File: config.mk
export PLATFORM = sky130hd
export DESIGN_NAME = vga_timing_detector
export DESIGN_NICKNAME = d
export VERILOG_FILES = /design/src/rtl/vga_timing_detector.sv
export SDC_FILE = /design/constraint.sdc
export NUM_CORES = 1
export LEC_CHECK = 0
export CORE_MARGIN = 2
export CORE_UTILIZATION = 30
export CTS_CLUSTER_DIAMETER = 120
export DETAILED_ROUTE_END_ITERATION = 8
export PLACE_DENSITY_LB_ADDON = 0.05
export SLEW_MARGIN = 30
export SYNTH_ARGS = -nofsm -noshare
export SYNTH_HDL_FRONTEND = slang
export SYNTH_SLANG_ARGS = --single-unit
File: constraint.sdc
create_clock -name pixel_clk -period 6.4 [get_ports pixel_clk]
set_clock_uncertainty 0.15 [all_clocks]
set_input_delay 0.96 -clock pixel_clk [delete_from_list [all_inputs] [get_ports pixel_clk]]
set_output_delay 0.96 -clock pixel_clk [all_outputs]
set_load 0.01 [all_outputs]
File: src/rtl/vga_timing_detector.sv
// rtl/vga_timing_detector.sv - measures VGA HS/VS timing, locks on a repeating mode, reports position
module vga_timing_detector #(
  parameter int SYNC_ACTIVE_LOW = 1,
  parameter int CNT_W           = 12,
  parameter int LOCK_FRAMES     = 2,
  parameter int TIMEOUT         = 4095
) (
  input  logic             pixel_clk,
  input  logic             reset,
  input  logic             VGA_HS,
  input  logic             VGA_VS,
  output logic [CNT_W-1:0] H_Total,
  output logic [CNT_W-1:0] H_SyncW,
  output logic [CNT_W-1:0] V_Total,
  output logic [CNT_W-1:0] V_SyncW,
  output logic [CNT_W-1:0] H_Pos,
  output logic [CNT_W-1:0] V_Pos,
  output logic             Locked,
  output logic             Mode_Change
);

  localparam logic             POL     = (SYNC_ACTIVE_LOW != 0);
  localparam logic [CNT_W-1:0] CNT_MAX = '1;
  localparam logic [CNT_W-1:0] TO_V    = CNT_W'(TIMEOUT);
  localparam logic [3:0]       LOCK_V  = 4'(LOCK_FRAMES);

  typedef enum logic [1:0] {SEARCH, VERIFY, LOCKED} state_t;

  state_t             state_q, state_d;
  logic [3:0]         match_q, match_d;
  logic               hs_in_q, hs_in_d, vs_in_q, vs_in_d, hs_prev_q, hs_prev_d, vs_prev_q, vs_prev_d;
  logic               hs_ast_q, hs_ast_d, hs_dea_q, hs_dea_d, vs_ast_q, vs_ast_d, vs_dea_q, vs_dea_d;
  logic [CNT_W-1:0]   h_cnt_q, h_cnt_d, v_cnt_q, v_cnt_d, wd_cnt_q, wd_cnt_d;
  logic [CNT_W-1:0]   h_cand_q, h_cand_d, hw_cand_q, hw_cand_d, vw_cand_q, vw_cand_d;
  logic               line_bad_q, line_bad_d, line_first_q, line_first_d;
  logic               sat_q, sat_d, vs_seen_q, vs_seen_d, mode_change_q, mode_change_d;
  logic [4*CNT_W-1:0] frame_q, frame_d, frame_now;
  logic [CNT_W-1:0]   h_total_q, h_total_d, h_syncw_q, h_syncw_d;
  logic [CNT_W-1:0]   v_total_q, v_total_d, v_syncw_q, v_syncw_d;
  logic [CNT_W-1:0]   h_next, v_next;
  logic               h_full, v_full, tuple_ok, tuple_same, timeout;

  always_comb begin
    hs_in_d   = VGA_HS ^ POL;
    vs_in_d   = VGA_VS ^ POL;
    hs_prev_d = hs_in_q;
    vs_prev_d = vs_in_q;
    hs_ast_d  = hs_in_q & ~hs_prev_q;
    hs_dea_d  = ~hs_in_q & hs_prev_q;
    vs_ast_d  = vs_in_q & ~vs_prev_q;
    vs_dea_d  = ~vs_in_q & vs_prev_q;

    h_full = (h_cnt_q == CNT_MAX);
    v_full = (v_cnt_q == CNT_MAX);
    h_next = h_full ? h_cnt_q : h_cnt_q + 1'b1;
    v_next = v_full ? v_cnt_q : v_cnt_q + 1'b1;

    h_cnt_d   = hs_ast_q ? '0 : h_next;
    h_cand_d  = hs_ast_q ? h_next : h_cand_q;
    hw_cand_d = hs_dea_q ? h_next : hw_cand_q;
    vw_cand_d = vs_dea_q ? v_cnt_q : vw_cand_q;
    v_cnt_d   = vs_ast_q ? '0 : (hs_ast_q ? v_next : v_cnt_q);
    sat_d     = vs_ast_q ? 1'b0 : (sat_q | h_full | v_full);
    vs_seen_d = vs_seen_q | vs_ast_q;
    wd_cnt_d  = hs_ast_q ? '0 : ((wd_cnt_q == TO_V) ? wd_cnt_q : wd_cnt_q + 1'b1);
    timeout   = ~hs_ast_q & (wd_cnt_q == TO_V - 1'b1);

    // The first line of a frame has no in-frame predecessor, so it is not compared.
    line_bad_d   = line_bad_q;
    line_first_d = line_first_q;
    if (vs_ast_q) begin
      line_bad_d   = 1'b0;
      line_first_d = 1'b1;
    end else if (hs_ast_q) begin
      line_first_d = 1'b0;
      if (!line_first_q && (h_next != h_cand_q)) line_bad_d = 1'b1;
    end

    frame_now  = {h_cand_q, hw_cand_q, v_cnt_q, vw_cand_q};
    tuple_ok   = vs_seen_q & ~line_bad_q & ~sat_q & ~h_full & ~v_full;
    tuple_same = (frame_now == frame_q);
    frame_d    = vs_ast_q ? frame_now : frame_q;

    state_d       = state_q;
    match_d       = match_q;
    mode_change_d = 1'b0;
    h_total_d     = h_total_q;
    h_syncw_d     = h_syncw_q;
    v_total_d     = v_total_q;
    v_syncw_d     = v_syncw_q;
    if (timeout) begin
      state_d       = SEARCH;
      match_d       = '0;
      mode_change_d = (state_q == LOCKED);
    end else if (vs_ast_q) begin
      case (state_q)
        SEARCH: begin
          if (tuple_ok) begin
            state_d = VERIFY;
            match_d = '0;
          end
        end
        VERIFY: begin
          if (tuple_ok && tuple_same) begin
            match_d = match_q + 4'd1;
            if (match_d == LOCK_V) begin
              state_d   = LOCKED;
              h_total_d = h_cand_q;
              h_syncw_d = hw_cand_q;
              v_total_d = v_cnt_q;
              v_syncw_d = vw_cand_q;
            end
          end else begin
            match_d = '0;
          end
        end
        LOCKED: begin
          if (!(tuple_ok && tuple_same)) begin
            state_d       = SEARCH;
            match_d       = '0;
            mode_change_d = 1'b1;
          end
        end
        default: state_d = SEARCH;
      endcase
    end
  end

  always_ff @(posedge pixel_clk) begin
    if (reset) begin
      state_q <= SEARCH;        match_q <= '0;
      hs_in_q <= 1'b0;          vs_in_q <= 1'b0;
      hs_prev_q <= 1'b0;        vs_prev_q <= 1'b0;
      hs_ast_q <= 1'b0;         hs_dea_q <= 1'b0;
      vs_ast_q <= 1'b0;         vs_dea_q <= 1'b0;
      h_cnt_q <= '0;            v_cnt_q <= '0;            wd_cnt_q <= '0;
      h_cand_q <= '0;           hw_cand_q <= '0;          vw_cand_q <= '0;
      line_bad_q <= 1'b0;       line_first_q <= 1'b0;
      sat_q <= 1'b0;            vs_seen_q <= 1'b0;        mode_change_q <= 1'b0;
      frame_q <= '0;
      h_total_q <= '0;          h_syncw_q <= '0;
      v_total_q <= '0;          v_syncw_q <= '0;
    end else begin
      state_q <= state_d;       match_q <= match_d;
      hs_in_q <= hs_in_d;       vs_in_q <= vs_in_d;
      hs_prev_q <= hs_prev_d;   vs_prev_q <= vs_prev_d;
      hs_ast_q <= hs_ast_d;     hs_dea_q <= hs_dea_d;
      vs_ast_q <= vs_ast_d;     vs_dea_q <= vs_dea_d;
      h_cnt_q <= h_cnt_d;       v_cnt_q <= v_cnt_d;       wd_cnt_q <= wd_cnt_d;
      h_cand_q <= h_cand_d;     hw_cand_q <= hw_cand_d;   vw_cand_q <= vw_cand_d;
      line_bad_q <= line_bad_d; line_first_q <= line_first_d;
      sat_q <= sat_d;           vs_seen_q <= vs_seen_d;   mode_change_q <= mode_change_d;
      frame_q <= frame_d;
      h_total_q <= h_total_d;   h_syncw_q <= h_syncw_d;
      v_total_q <= v_total_d;   v_syncw_q <= v_syncw_d;
    end
  end

  assign H_Total     = h_total_q;
  assign H_SyncW     = h_syncw_q;
  assign V_Total     = v_total_q;
  assign V_SyncW     = v_syncw_q;
  assign H_Pos       = h_cnt_q;
  assign V_Pos       = v_cnt_q;
  assign Locked      = (state_q == LOCKED);
  assign Mode_Change = mode_change_q;

endmodule

* After elaboration in Yosys (flattened, before gate mapping)
Cells that the tools add are included.
** Word-level totals
- RAM bits :: 0
- ROM bits :: 0
- Word-level logic and storage cells :: 97
- Latch bits :: 0
- Bits in registers :: 187
- Memories kept :: 0
** Cells by class
- Shift-type cells :: 0
- Equal/unequal tests :: 13
- Reduce and logical (&&, ||, !) cells :: 14
- Add/subtract/negate cells :: 4
- Multipliers :: 0
- Bitwise gates (word level) :: 24
- Magnitude comparators :: 0
- Div/mod/pow operators :: 0
- Muxes and demuxes :: 16
** Operator list (count)
- $eq 12x12->1 const B :: 4
- $eq 48x48->1 :: 1
- $add 12x1->12 const B :: 3
- $mux 12 :: 1
- $mux 4 :: 3
- $ne 12x12->1 :: 1
- $not 1->1 :: 12
- $pmux 4 s3 :: 1
- $reduce_and 5->1 :: 2
- $and 1x1->1 :: 9
- $mux 2 :: 4
- $ne 2x2->1 const B :: 4
- $mux 1 :: 6
- $pmux 2 s3 :: 1
- $reduce_or 2->1 :: 3
- $add 4x1->4 const B :: 1
- $eq 4x2->1 const B :: 1
- $reduce_and 2->1 :: 2
- $reduce_and 4->1 :: 1
- $or 1x1->1 :: 3
- $reduce_bool 3->1 :: 1
- $eq 2x1->1 const B :: 1
- $eq 2x2->1 const B :: 1
- $logic_and 1x1->1 :: 2
- 3 further kinds :: 3

* Logic depth before layout (Yosys ltp)
- Depth after elaboration :: 10
- Gate-level depth with buffers :: 9

* Worst setup path after synthesis
Ideal clock, no wire load.
- Path type :: register to register
- Start :: register h_cnt_q[0] (netlist: H_Pos[0])
- End :: register line_bad_q
- Clock period less this slack :: 2.280 ns
- Stages on the path, launching flop included :: 8
- Setup slack :: 4.120 ns
- Data required time :: 6.123 ns
- Arrival time :: 2.004 ns
- Library setup time :: 0.127 ns
- Cell sequence :: dfxtp_1 > ha_1 > nand3_2 > nor4_4 > and3_1 > o221ai_1 > nor4_1 > a31oi_1
** Between the ends
- Cells in the longest elaborated chain, start to end :: 5
- Elaborated cells between the ends (all ways) :: 6
- Classes of those cells :: add/sub (1); eq/ne (2); mux (1); reduce/logical (2)
** Ends and longest elaborated chain
- start: declaration :: line 33 : logic [CNT_W-1:0] h_cnt_q, h_cnt_d, v_cnt_q, v_cnt_d, wd_cnt_q, wd_cnt_d;
- start signal: assignment :: line 149 : h_cnt_q <= h_cnt_d; v_cnt_q <= v_cnt_d; wd_cnt_q <= wd_cnt_d;
- $add 12x1->12 / $eq 12x12->1 (equally long branches) :: line 55, 53
- $mux 12 * :: line 55 : h_next = h_full ? h_cnt_q : h_cnt_q + 1'b1;
- $ne 12x12->1 * :: line 76 : if (!line_first_q && (h_next != h_cand_q)) line_bad_d = 1'b1;
- $logic_and 1x1->1 * :: line 76
- $reduce_and 2->1 (no source line) *
- end signal: assignment :: line 151 : line_bad_q <= line_bad_d; line_first_q <= line_first_d;
- end: declaration :: line 35 : logic line_bad_q, line_bad_d, line_first_q, line_first_d;
Mark *: on every way between the ends. The rest lies on a longest branch, timed or not.
A chain may end at the register's enable or synchronous reset.

* Worst setup path after layout
- Start :: register v_cnt_q[4] (netlist: V_Pos[4])
- End :: register v_syncw_q[6] (netlist: V_SyncW[6])
** Between the ends
- Cells in the longest elaborated chain, start to end :: 5
- Elaborated cells between the ends (all ways) :: 6
- Classes of those cells :: eq/ne (2); bitwise (2); reduce/logical (2)
** Ends and longest elaborated chain
- start: declaration :: line 33
- start signal: assignment :: line 149
- $eq 12x12->1 :: line 54 : v_full = (v_cnt_q == CNT_MAX);
- $not 1->1 (no source line)
- $and 1x1->1 :: line 80 : tuple_ok = vs_seen_q & ~line_bad_q & ~sat_q & ~h_full & ~v_full;
- $logic_and 1x1->1 * :: line 104 : if (tuple_ok && tuple_same) begin
- $reduce_and 5->1 (no source line) *
- end signal: assignment :: line 155 : v_total_q <= v_total_d; v_syncw_q <= v_syncw_d;
- end: declaration :: line 39 : logic [CNT_W-1:0] v_total_q, v_total_d, v_syncw_q, v_syncw_d;
Marks and branches as above.

==> run summary <==
The tree built by TritonCTS fans out to 187 sinks. The number of pins with negative max-slew slack in the final report was 0; the total setup violations reported at the end of the flow was 0. The detailed-route wire length on metal 1 was 11770 µm. The mapped netlist covers 8133 µm².

After detailed routing, the met3 layer carries 736 µm of wire. The critical path is of the reg2reg type. The worst slew margin relative to its limit was 39.40%; the cell count after synthesis was 897.

In the layout the commonest cells are 185 x dfxtp_1, 119 x nor2_1, 76 x clkdlybuf4s50_1. The synthesized design contains 0 enable-type register cells. The clock-pin slew on the worst setup and hold paths was 0.08 ns. The antenna diode count was 0; the horizontal extent of the die was 168.7 µm. The filler cells instantiated in the layout total 2806. In this run the power density over the cells is 240.0 nW/µm². The die height was 168.7 µm; the post-route minimum period was 3.277 ns. The clock latency reported for the late side of the worst-skew pair was 0.45 ns; the synthesis-to-layout area growth was 19.08%. The final clock period utilization by the worst path works out to 51.20%.

The worst hold path belongs to the class reg2reg. The first global-routing pass estimated 36290 µm of wire. At the pin with the least slew margin, the transition time is 0.9078 ns.

For the sequential area share after synthesis, the log shows 46.03%. In the synthesized netlist the async set-or-reset flop fraction comes to 0%. In this run the worst path has a maximum fanout of 40. Using the TritonRoute via totals, the vias-per-cell ratio works out to 4.916. The tools report the instance area after placement as 9105 µm². The run finished with clean final reports. The final instance area was 9684 µm²; the net count after synthesis was 907. The analysis attributes to cell leakage a power of 0.003340 µW. The initialized floorplan defines 60 standard-cell rows. After floorplanning, the core was sized to cover 26800 µm². Highest routed metal layer: met4. The run gives 3.12 ns as the worst setup slack for register-to-register paths. The tools report the number of maximum-capacitance constraint violations as 0. The commonest non-fill, non-tap cell in the layout is dfxtp_1. STA classifies the critical path endpoint as a register.

At the end of the flow, the number of nets in the layout was 948. Counting flops and latches in the post-synthesis netlist gives 187. The routed wire length was 23010 µm. The full die area is 28440 µm², and the final setup TNS is 0 ns. The detailed-router iteration count before antenna repair is 4, and the signal arrival time at the worst endpoint is 3.42 ns.

The tools report the maximum clock frequency as 305.2 MHz. The run gives 2 as the maximum root-to-sink buffer count. At the end of routability-driven placement, the weighted congestion stood at 0.7443. Summing over every cut layer, the via total after detailed routing is 6351. For the HPWL after detailed placement, the log shows 15420 µm. The effective utilization at floorplan is 30.35%. For the total routing usage reported by global routing, the log shows 16.45%. For the endpoint required time on the critical path, the log shows 6.54 ns.

The element type at the critical path start is a register. The via count of the first global-routing pass is 6079. The final worst-path setup slack is 3.123 ns, and the DRC marker count from the first detailed-route iteration is 368.

The run gives 0 as the total number of yosys warnings. The number of different library cells in the post-synthesis netlist came out at 58. The number of setup buffers added after CTS is 0.

Setup repair after global routing left no endpoint under its margin. Buffers inserted to repair hold after CTS numbered 0. The logs give 0 for the number of antenna violations at the first check in global routing and 10330 µm for the met2 wirelength from detailed routing. The residual DRC count was 0.

The root buffer cell chosen for the clock tree is clkbuf_16. The run gives 4 as the count of H-tree levels built during CTS. Entering global routing, the biggest net connects 92 pins. The fraction of final layout cells with drive strength greater than 1 is 6.835%.

The I/O pin count was 78. After synthesis, the mean cell area works out to 9.067 µm². The leftover overflow at the end of global routing is 0, and the detail-routed net length per standard cell is 17.81 µm. TritonCTS buffer count: 17.

For the final number of hold-violating endpoints, the log shows 0. The count of buffers added on input and output ports is 77. Before CTS, the worst setup slack after placement is 3.173 ns. The most used flip-flop cell after synthesis is dfxtp_1.

The count of cells along the worst hold path was 1; the maximum VDD drop was 0.0001400 V. TritonCTS built the clock tree. The depth of the worst register-to-register path was 7. The detail route stage leaves a number of antenna-violating nets equal to 0. Post-cts resize count: 0.
[final timing paths]
kind                      to       from
hold / removal      hs_ast_q  hs_prev_q
setup reg to reg  V_SyncW[6]   V_Pos[4]
setup / recovery  V_SyncW[6]   V_Pos[4]
hold reg to reg     hs_ast_q  hs_prev_q
[sequential cells by signal (all words and copies together) (netlist names), 2 cells and up]
register and cells:
H_Pos 12, H_SyncW 12, H_Total 12, V_Pos 12, V_SyncW 12, V_Total 12, frame_q 48, h_cand_q 12
hw_cand_q 12, match_q 4, state_q 2, vw_cand_q 12, wd_cnt_q 12
[worst max-delay path, stage by stage (launching register included)]
cell and delay (ns):
dfxtp_1 0.58, xnor2_1 0.18, nand4_1 0.19, nor4_2 0.47
nand4_1 0.67, buf_4 0.52, o21ai_0 0.25, a21oi_1 0.08
[final cells by class]
class / count / area [µm²] / share of cell area [%]
multi-input combinational: 634 / 4026 / 41.58
sequential: 187 / 3749 / 38.71
timing repair buffer: 88 / 894.6 / 9.238
clock buffer: 19 / 432.9 / 4.470
tap: 341 / 426.7 / 4.406
clock inverter: 13 / 117.6 / 1.214
inverter: 10 / 37.54 / 0.3876
[metal layers]
layer | vias to the layer above | global-route usage, %
li1 | 3213 | -
met1 | 3032 | 23.46
met2 | 92 | 25.78
met3 | 14 | 3.273
met4 | 0 | 3.561
met5 | - | 0
[metrics by stage]
step                hold WS (ns)  instances  utilization, %  total power (µW)
CTS                       0.2556       1291           36.03              2358
detailed placement        0.2429       1259           33.97              1323
finish                    0.2516       1292           36.13              2324
global route              0.2835       1292           36.13              2417
floorplan                 0.2335        897               -              1290
global placement          0.2459       1258           33.86              1322
[Yosys cell counts, drive strengths merged (2+ instances only)]
cell type / count / area share (%)
dfxtp: 187 / 46
nor2: 119 / 5.5
mux2i: 73 / 9.0
a21oi: 68 / 4.2
nand3: 65 / 4.1
o21ai: 55 / 3.4
xnor2: 47 / 5.1
clkbuf: 36 / 1.7
nand2: 32 / 1.5
xor2: 31 / 3.3
buf: 30 / 2.3
nand4: 21 / 1.9
nor3: 15 / 1.1
a211oi: 12 / 1.1
nor4: 12 / 1.3
and3: 10 / 0.78
inv: 10 / 0.46
and2: 9 / 0.69
nor2b: 8 / 0.62
a31oi: 7 / 0.54
and4: 7 / 0.77
ha: 6 / 0.92
a21o: 3 / 0.28
a31o: 3 / 0.32
nand2b: 3 / 0.23
nor3b: 3 / 0.28
or2: 3 / 0.23
a41oi: 2 / 0.22
nand4b: 2 / 0.22
o21a: 2 / 0.18
o22ai: 2 / 0.15
[logic make-up (layout without fill, tap and decap cells)]
group,Yosys count,count (layout),synth area share (%)
xor+xnor,78,78,8.400
fa+ha+maj,6,6,0.9231
flops,187,187,46.03
buf+inv,76,130,4.477
mux,74,74,9.123
compound gates,161,161,11.23
simple gates,315,315,19.82
[power breakdown]
part	switching [µW]	total (µW)	internal (µW)
registers	19.8	1190	1170
clock network	489	1030	540
logic	65.3	103	37.3
No activity file was read; power rests on OpenSTA's default activity.
